File: src/rtl/mac_seq_pkg.sv
// Shared types and constants for the MAC sequencing transmitter.
// Holds the FSM state encoding, the response error codes and parameter defaults.
package mac_seq_pkg;

  localparam int DW_DEF  = 32;
  localparam int TMO_DEF = 4;

  typedef enum logic [2:0] {
    IDLE,
    BEAT_A,
    BEAT_B,
    BEAT_C,
    WAIT_RSP
  } state_t;

  localparam logic [1:0] ERR_OK       = 2'b00;
  localparam logic [1:0] ERR_MISMATCH = 2'b01;
  localparam logic [1:0] ERR_TIMEOUT  = 2'b10;

endpackage

File: src/rtl/mac_seq_tx.sv
// Sends an operand triplet as three consecutive beats to a MAC datapath, then
// checks the returned result against a locally computed a*b+c, with timeout.
module mac_seq_tx
  import mac_seq_pkg::*;
#(
  parameter int DW  = DW_DEF,
  parameter int TMO = TMO_DEF
) (
  input  logic          clk,
  input  logic          rst,
  input  logic          cmd_valid,
  output logic          cmd_ready,
  input  logic [DW-1:0] cmd_a,
  input  logic [DW-1:0] cmd_b,
  input  logic [DW-1:0] cmd_c,
  output logic          validi,
  output logic [DW-1:0] data_in,
  input  logic          valido,
  input  logic [DW-1:0] data_out,
  output logic          rsp_valid,
  output logic [DW-1:0] rsp_data,
  output logic [1:0]    rsp_err
);

  localparam int CW = (TMO > 2) ? $clog2(TMO) : 1;
  // The timeout pulse lands TMO cycles after the BEAT_C cycle, so the final
  // decision is taken at the end of WAIT_RSP cycle number TMO-1.
  localparam logic [CW-1:0] TMO_LAST = CW'(TMO - 2);

  state_t        state;
  logic [CW-1:0] tmo_cnt;
  logic [DW-1:0] b_q;
  logic [DW-1:0] c_q;
  logic [DW-1:0] exp_q;

  // NOTE: every register here is written with <= so all of them see the
  // values from before the edge; mixing in = would reorder the update.
  always_ff @(posedge clk) begin
    if (!rst) begin
      state     <= IDLE;
      tmo_cnt   <= '0;
      b_q       <= '0;
      c_q       <= '0;
      exp_q     <= '0;
      cmd_ready <= 1'b1;
      validi    <= 1'b0;
      data_in   <= '0;
      rsp_valid <= 1'b0;
      rsp_data  <= '0;
      rsp_err   <= ERR_OK;
    end else begin
      rsp_valid <= 1'b0;
      unique case (state)
        IDLE: begin
          if (cmd_valid && cmd_ready) begin
            b_q       <= cmd_b;
            c_q       <= cmd_c;
            exp_q     <= cmd_a * cmd_b + cmd_c;
            cmd_ready <= 1'b0;
            validi    <= 1'b1;
            data_in   <= cmd_a;
            state     <= BEAT_A;
          end else begin
            // Ready re-opens one cycle after the response pulse.
            cmd_ready <= 1'b1;
          end
        end
        BEAT_A: begin
          data_in <= b_q;
          state   <= BEAT_B;
        end
        BEAT_B: begin
          data_in <= c_q;
          state   <= BEAT_C;
        end
        BEAT_C: begin
          validi  <= 1'b0;
          data_in <= '0;
          tmo_cnt <= '0;
          state   <= WAIT_RSP;
        end
        WAIT_RSP: begin
          if (valido) begin
            rsp_valid <= 1'b1;
            rsp_data  <= data_out;
            rsp_err   <= (data_out == exp_q) ? ERR_OK : ERR_MISMATCH;
            state     <= IDLE;
          end else if (tmo_cnt == TMO_LAST) begin
            rsp_valid <= 1'b1;
            rsp_data  <= '0;
            rsp_err   <= ERR_TIMEOUT;
            state     <= IDLE;
          end else begin
            tmo_cnt <= tmo_cnt + CW'(1);
          end
        end
        default: begin
          validi    <= 1'b0;
          data_in   <= '0;
          cmd_ready <= 1'b0;
          state     <= IDLE;
        end
      endcase
    end
  end

endmodule

File: config.mk
export PLATFORM = sky130hd
export DESIGN_NAME = mac_seq_tx
export DESIGN_NICKNAME = d
export VERILOG_FILES = /design/src/rtl/mac_seq_pkg.sv /design/src/rtl/mac_seq_tx.sv
export SDC_FILE = /design/constraint.sdc
export NUM_CORES = 2
export LEC_CHECK = 0
export CAP_MARGIN = 20
export CORE_MARGIN = 2
export CORE_UTILIZATION = 30
export DETAILED_ROUTE_END_ITERATION = 10
export PLACE_DENSITY = 0.51
export RECOVER_POWER = 100
export SYNTH_ARGS = -nofsm -noshare
export SYNTH_HDL_FRONTEND = slang
export SYNTH_SLANG_ARGS = --single-unit
File: constraint.sdc
create_clock -name clk -period 13.85 [get_ports clk]
set_input_delay 4.155 -clock clk [delete_from_list [all_inputs] [get_ports clk]]
set_output_delay 4.155 -clock clk [all_outputs]
set_load 0.05 [all_outputs]
# --- Yosys cells after proc, flatten, opt, wreduce, memory -nomap -nowiden ---
# Cells that the tools add are included.
totals:
  input_bits: 132
  word_cells: 59
  ff_bits: 170
  out_inout_bits: 69
op_classes:
  bitwise_logic: 2
  n_mul: 1
  n_mux: 20
  eq_ne: 10
  reduce_logical: 13
  n_addsub: 2
ops:
  columns: ["operator", "count"]
  rows:
  - ["one-hot mux 32 bit (4 select lines)", 1]
  - ["2-to-1 mux 32 bit", 3]
  - ["adder 32 bit", 1]
  - ["equality test 32 bit", 1]
  - ["multiplier 32 x 32 -> 32 bit", 1]
  - ["one-hot mux 3 bit (5 select lines)", 1]
  - ["AND reduction 2 bit", 6]
  - ["2-to-1 mux 3 bit", 3]
  - ["2-to-1 mux 2 bit", 4]
  - ["equality test 3 x 2 -> 1 bit, second input constant", 2]
  - ["inequality test 2 bit, second input constant", 3]
  - ["2-to-1 mux 1 bit", 5]
  - ["one-hot mux 1 bit (2 select lines)", 2]
  - ["one-hot mux 2 bit (2 select lines)", 1]
  - ["nonzero test 2 bit", 2]
  - ["OR reduction 4 bit", 1]
  - ["equality test 3 x 1 -> 1 bit, second input constant", 1]
  - ["equality test 3 bit, second input constant", 1]
  - ["logical NOT 3 bit", 1]
  - ["inequality test 3 bit, second input constant", 1]
  - ["AND reduction 3 bit", 1]
  - ["OR reduction 3 bit", 1]
  - ["adder 2 x 1 -> 2 bit, second input constant", 1]
  - ["equality test 2 bit, second input constant", 1]
  - ["other kinds (2)", 3]

# --- Logic depth before layout (Yosys ltp) ---
logic_depth:
  ltp_word: 4
  mapped_depth: 27
  depth_no_buf: 25

# --- Least setup slack after synthesis ---
# No wires, ideal clock.
synth_timing:
  kind: "input -> register"
  from: "input cmd_b[4]"
  to: "register exp_q[31]"
  path_stages: 25
  setup_time_ns: 0.133
  arrival_ns: 10.351
  required_time_ns: 13.717
  n_path_buf: 3
  slack_ns: 3.366
  cell_sequence: "clkbuf_1 -> clkbuf_1 -> and2_1 -> fa_1 -> fa_1 -> fa_1 -> inv_1 -> fa_1 -> inv_1 -> fa_1 -> fa_1 -> fa_1 -> inv_1 -> fa_1 -> inv_1 -> ha_1 -> clkbuf_1 -> a21oi_1 -> o21ai_1 -> o21ai_0 -> o211ai_1 -> a211o_1 -> a211oi_2 -> xnor2_1 -> a21oi_1"
synth_via:
  elab_chain_len: 2
synth_lines:
  columns: ["element", "line", "source"]
  rows:
  - ["start: declaration", "mac_seq_tx.sv:14", "input logic [DW-1:0] cmd_b,"]
  - ["multiplier 32 x 32 -> 32 bit", "mac_seq_tx.sv:58", "exp_q <= cmd_a * cmd_b + cmd_c;"]
  - ["adder 32 bit", "mac_seq_tx.sv:58", null]
  - ["end signal: assignment", "mac_seq_tx.sv:58", null]
  - ["end: declaration", "mac_seq_tx.sv:34", "logic [DW-1:0] exp_q;"]
# No other way between the ends.
# A chain may end at the register's enable or synchronous reset.

# --- Worst setup path in the final report ---
layout_timing:
  from: "input cmd_b[3]"
  to: "register exp_q[25]"
# Same word-level chain as after synthesis.

==> flow_summary.json <==
{
  "num_rows": 102,
  "cp.depth": 25,
  "fin_skew_ns": 0.0127,
  "clockBufferDepth": 2,
  "synthMuxAreaShare_pct": 1.45,
  "grt_max_degree": 88,
  "drive_gt1_share_pct": 2.83,
  "ys_types": 52,
  "io_pins": 201,
  "cp_top_family": "adder cells",
  "min_path_cells": 2,
  "critical_path.slowest_cell": "dlygate4sd3_1",
  "first_global_vias": 19553,
  "fp.dieW_um": 284,
  "rsz0062_at_grt": "false",
  "dieHeight_um": 284,
  "clkSinkCount": 170,
  "post_cts_buffers": 0,
  "clock_latency_ns": 0.46,
  "port_buffers": 200,
  "period_minus_slack_ns": 11.93,
  "hpwl_um": 56500,
  "ys_async_sr_fraction_pct": 0,
  "wire_per_inst_um": 19.1,
  "die_area_mm2": 0.0809,
  "synthTopCellsByArea": "fa_1 37%, dfxtp_1 14%, and2_1 8.5%, inv_1 8.0%, nand2_1 6.8%",
  "yosysWarnings": 0,
  "synth.ff_latch_count": 170,
  "critical_path.endpoint_type": "register",
  "use_met3_pct": 2.53,
  "core_mm2": 0.0777,
  "syn_nets": 3410,
  "drt.antenna.violating_nets": 0,
  "synth_edf_count": 0,
  "synth_compound_area_share_pct": 7.51,
  "cp.arrival_ns": 12.27,
  "area_growth_pct": 15.4,
  "cts_root_buffer": "clkbuf_16",
  "slew_viol_final": 166,
  "fin_setup_tns_ns": 0,
  "status": "finished, violations left",
  "seq_area_frac_synth_pct": 14.4,
  "synthXorXnorAreaFrac_pct": 4.21,
  "hold_viol_final": 0,
  "fin_area_mm2": 0.0272,
  "synth_area_per_cell_um2": 8.69,
  "place_inst": 3833,
  "grt_antenna_before_repair": 5,
  "crit_fanout": 19,
  "cts_resized": 0,
  "worstMarginPinSlew_ns": 4.13,
  "path_common_cell": "fa_1",
  "setup_viol": 0,
  "busiest_layer": "met2",
  "hold_path_class": "register to register",
  "synth_top_family_by_area": "adder cells",
  "synth_top_area_share_pct": 37.2,
  "first_pass_iters": 5,
  "stdcell_count": 3868,
  "fmax_mhz": 83.8,
  "period_share_pct": 86.1,
  "startpoint_type": "input port",
  "crit_buf_inv": 7,
  "violations": "capacitance limit, slew limit",
  "clk_pin_slew_worst_paths_ns": 0.07,
  "syn_area_mm2": 0.0236,
  "synth-simple-area-share_pct": 18.1,
  "synthAdderAreaFrac_pct": 43.8,
  "layout.nets": 3508,
  "wl_um": 73900,
  "htreeDepth": 4,
  "path_class": "input port to register",
  "r2r_cells": 7,
  "synth_common_cells": "502 x inv_1, 438 x fa_1, 425 x nand2_1",
  "postSynthCellCount": 2715,
  "grt_util_met2_pct": 31.0,
  "slew_headroom_pct": -175,
  "gp_congestion": 0.827,
  "start_util_pct": 30.4,
  "yosysTopAreaCell": "fa_1",
  "place_area_mm2": 0.0266,
  "first_iter_violations": 896,
  "drv_cap": 3,
  "synth-main-ff-cell": "dfxtp_1",
  "vias_per_cell": 4.63,
  "grt_util_met1_pct": 25.9,
  "drc": 0,
  "cts-hold-fix-buffers": 0,
  "track_usage_pct": 18.8,
  "vias": 17911,
  "tritoncts": "built",
  "grt_pass1_wl_um": 117000,
  "slowest_delay_ns": 0.92,
  "yosys.cell_count.top_type": "inv_1",
  "overflow": 0,
  "crit_required_ns": 14.19,
  "numCtsBuffers": 17
}
cells by family after synthesis:
logic type                 count (synthesis)
adders and majority gates                563
xor gates and xnor gates                 112
AOI/OAI and AO/OA                        287
DFF                                      170
buffers and inverters                    661
and+or+nand+nor                          888
muxes                                     34
layout make-up:
class,instances,area [µm²]
flip-flops and latches,170,3400
inverters,503,1890
fillers,8099,50500
clock buffers,18,439
multi-input cells,1884,17700
clock inverters,14,233
well taps,1040,1300
diodes,2,5.00
repair buffers,237,2250
layout by cell type, fill, tap and decap left out, drive strengths merged, types with 7 or more instances in the layout:
cell type	count
nand4	7
o21ai	58
o211ai	7
clkbuf	22
mux2i	33
xnor2	64
nand2	425
a21oi	115
nand3	14
ha	125
and3	7
dfxtp	170
and2	319
a22oi	64
buf	38
inv	507
clkdlybuf4s50	124
nor4	11
dlygate4sd3	71
fa	438
xor2	47
nor2	86
a211oi	12
sequential cells by signal (all words and copies together) (netlist names):
name / flops
b_q: 32
c_q: 32
data_in: 32
exp_q: 32
rsp_data: 32
state: 3
rsp_err: 2
tmo_cnt: 2
cmd_ready: 1
rsp_valid: 1
validi: 1
final timing paths:
path,start,endpoint,slack [ns]
worst max-delay path,cmd_b[3],exp_q[25],1.92
worst min-delay path,b_q[4],b_q[4],0.46
worst max register to register,state[0],b_q[1],10.86
worst min register to register,b_q[4],b_q[4],0.46
routing by layer:
metal | part of all wire [%] | vias up
li1 | - | 8366
met1 | 47 | 9106
met2 | 47 | 372
met3 | 4.1 | 63
met4 | 2.0 | 4
met5 | 0.031 | -
through the flow:
stage	util [%]	setup slack, ns	hold slack, ns
after floorplan	-	3.37	0.436
after global placement	34.2	2.05	0.443
after detailed placement	34.2	2.04	0.447
after CTS	35.1	2.51	0.456
after global routing	35.0	1.42	0.469
final	35.0	1.92	0.456
worst register-to-register path: stages, from the launching register on:
cell	delay [ns]
dfxtp_1	0.30
buf_4	0.26
nor3_1	0.50
nor2b_4	0.23
buf_4	0.36
buf_4	0.70
nand2_1	0.37
a21oi_1	0.19
Power is not shown: default switching activity piles up to over one toggle a cycle in this logic, so the estimate is an artifact.
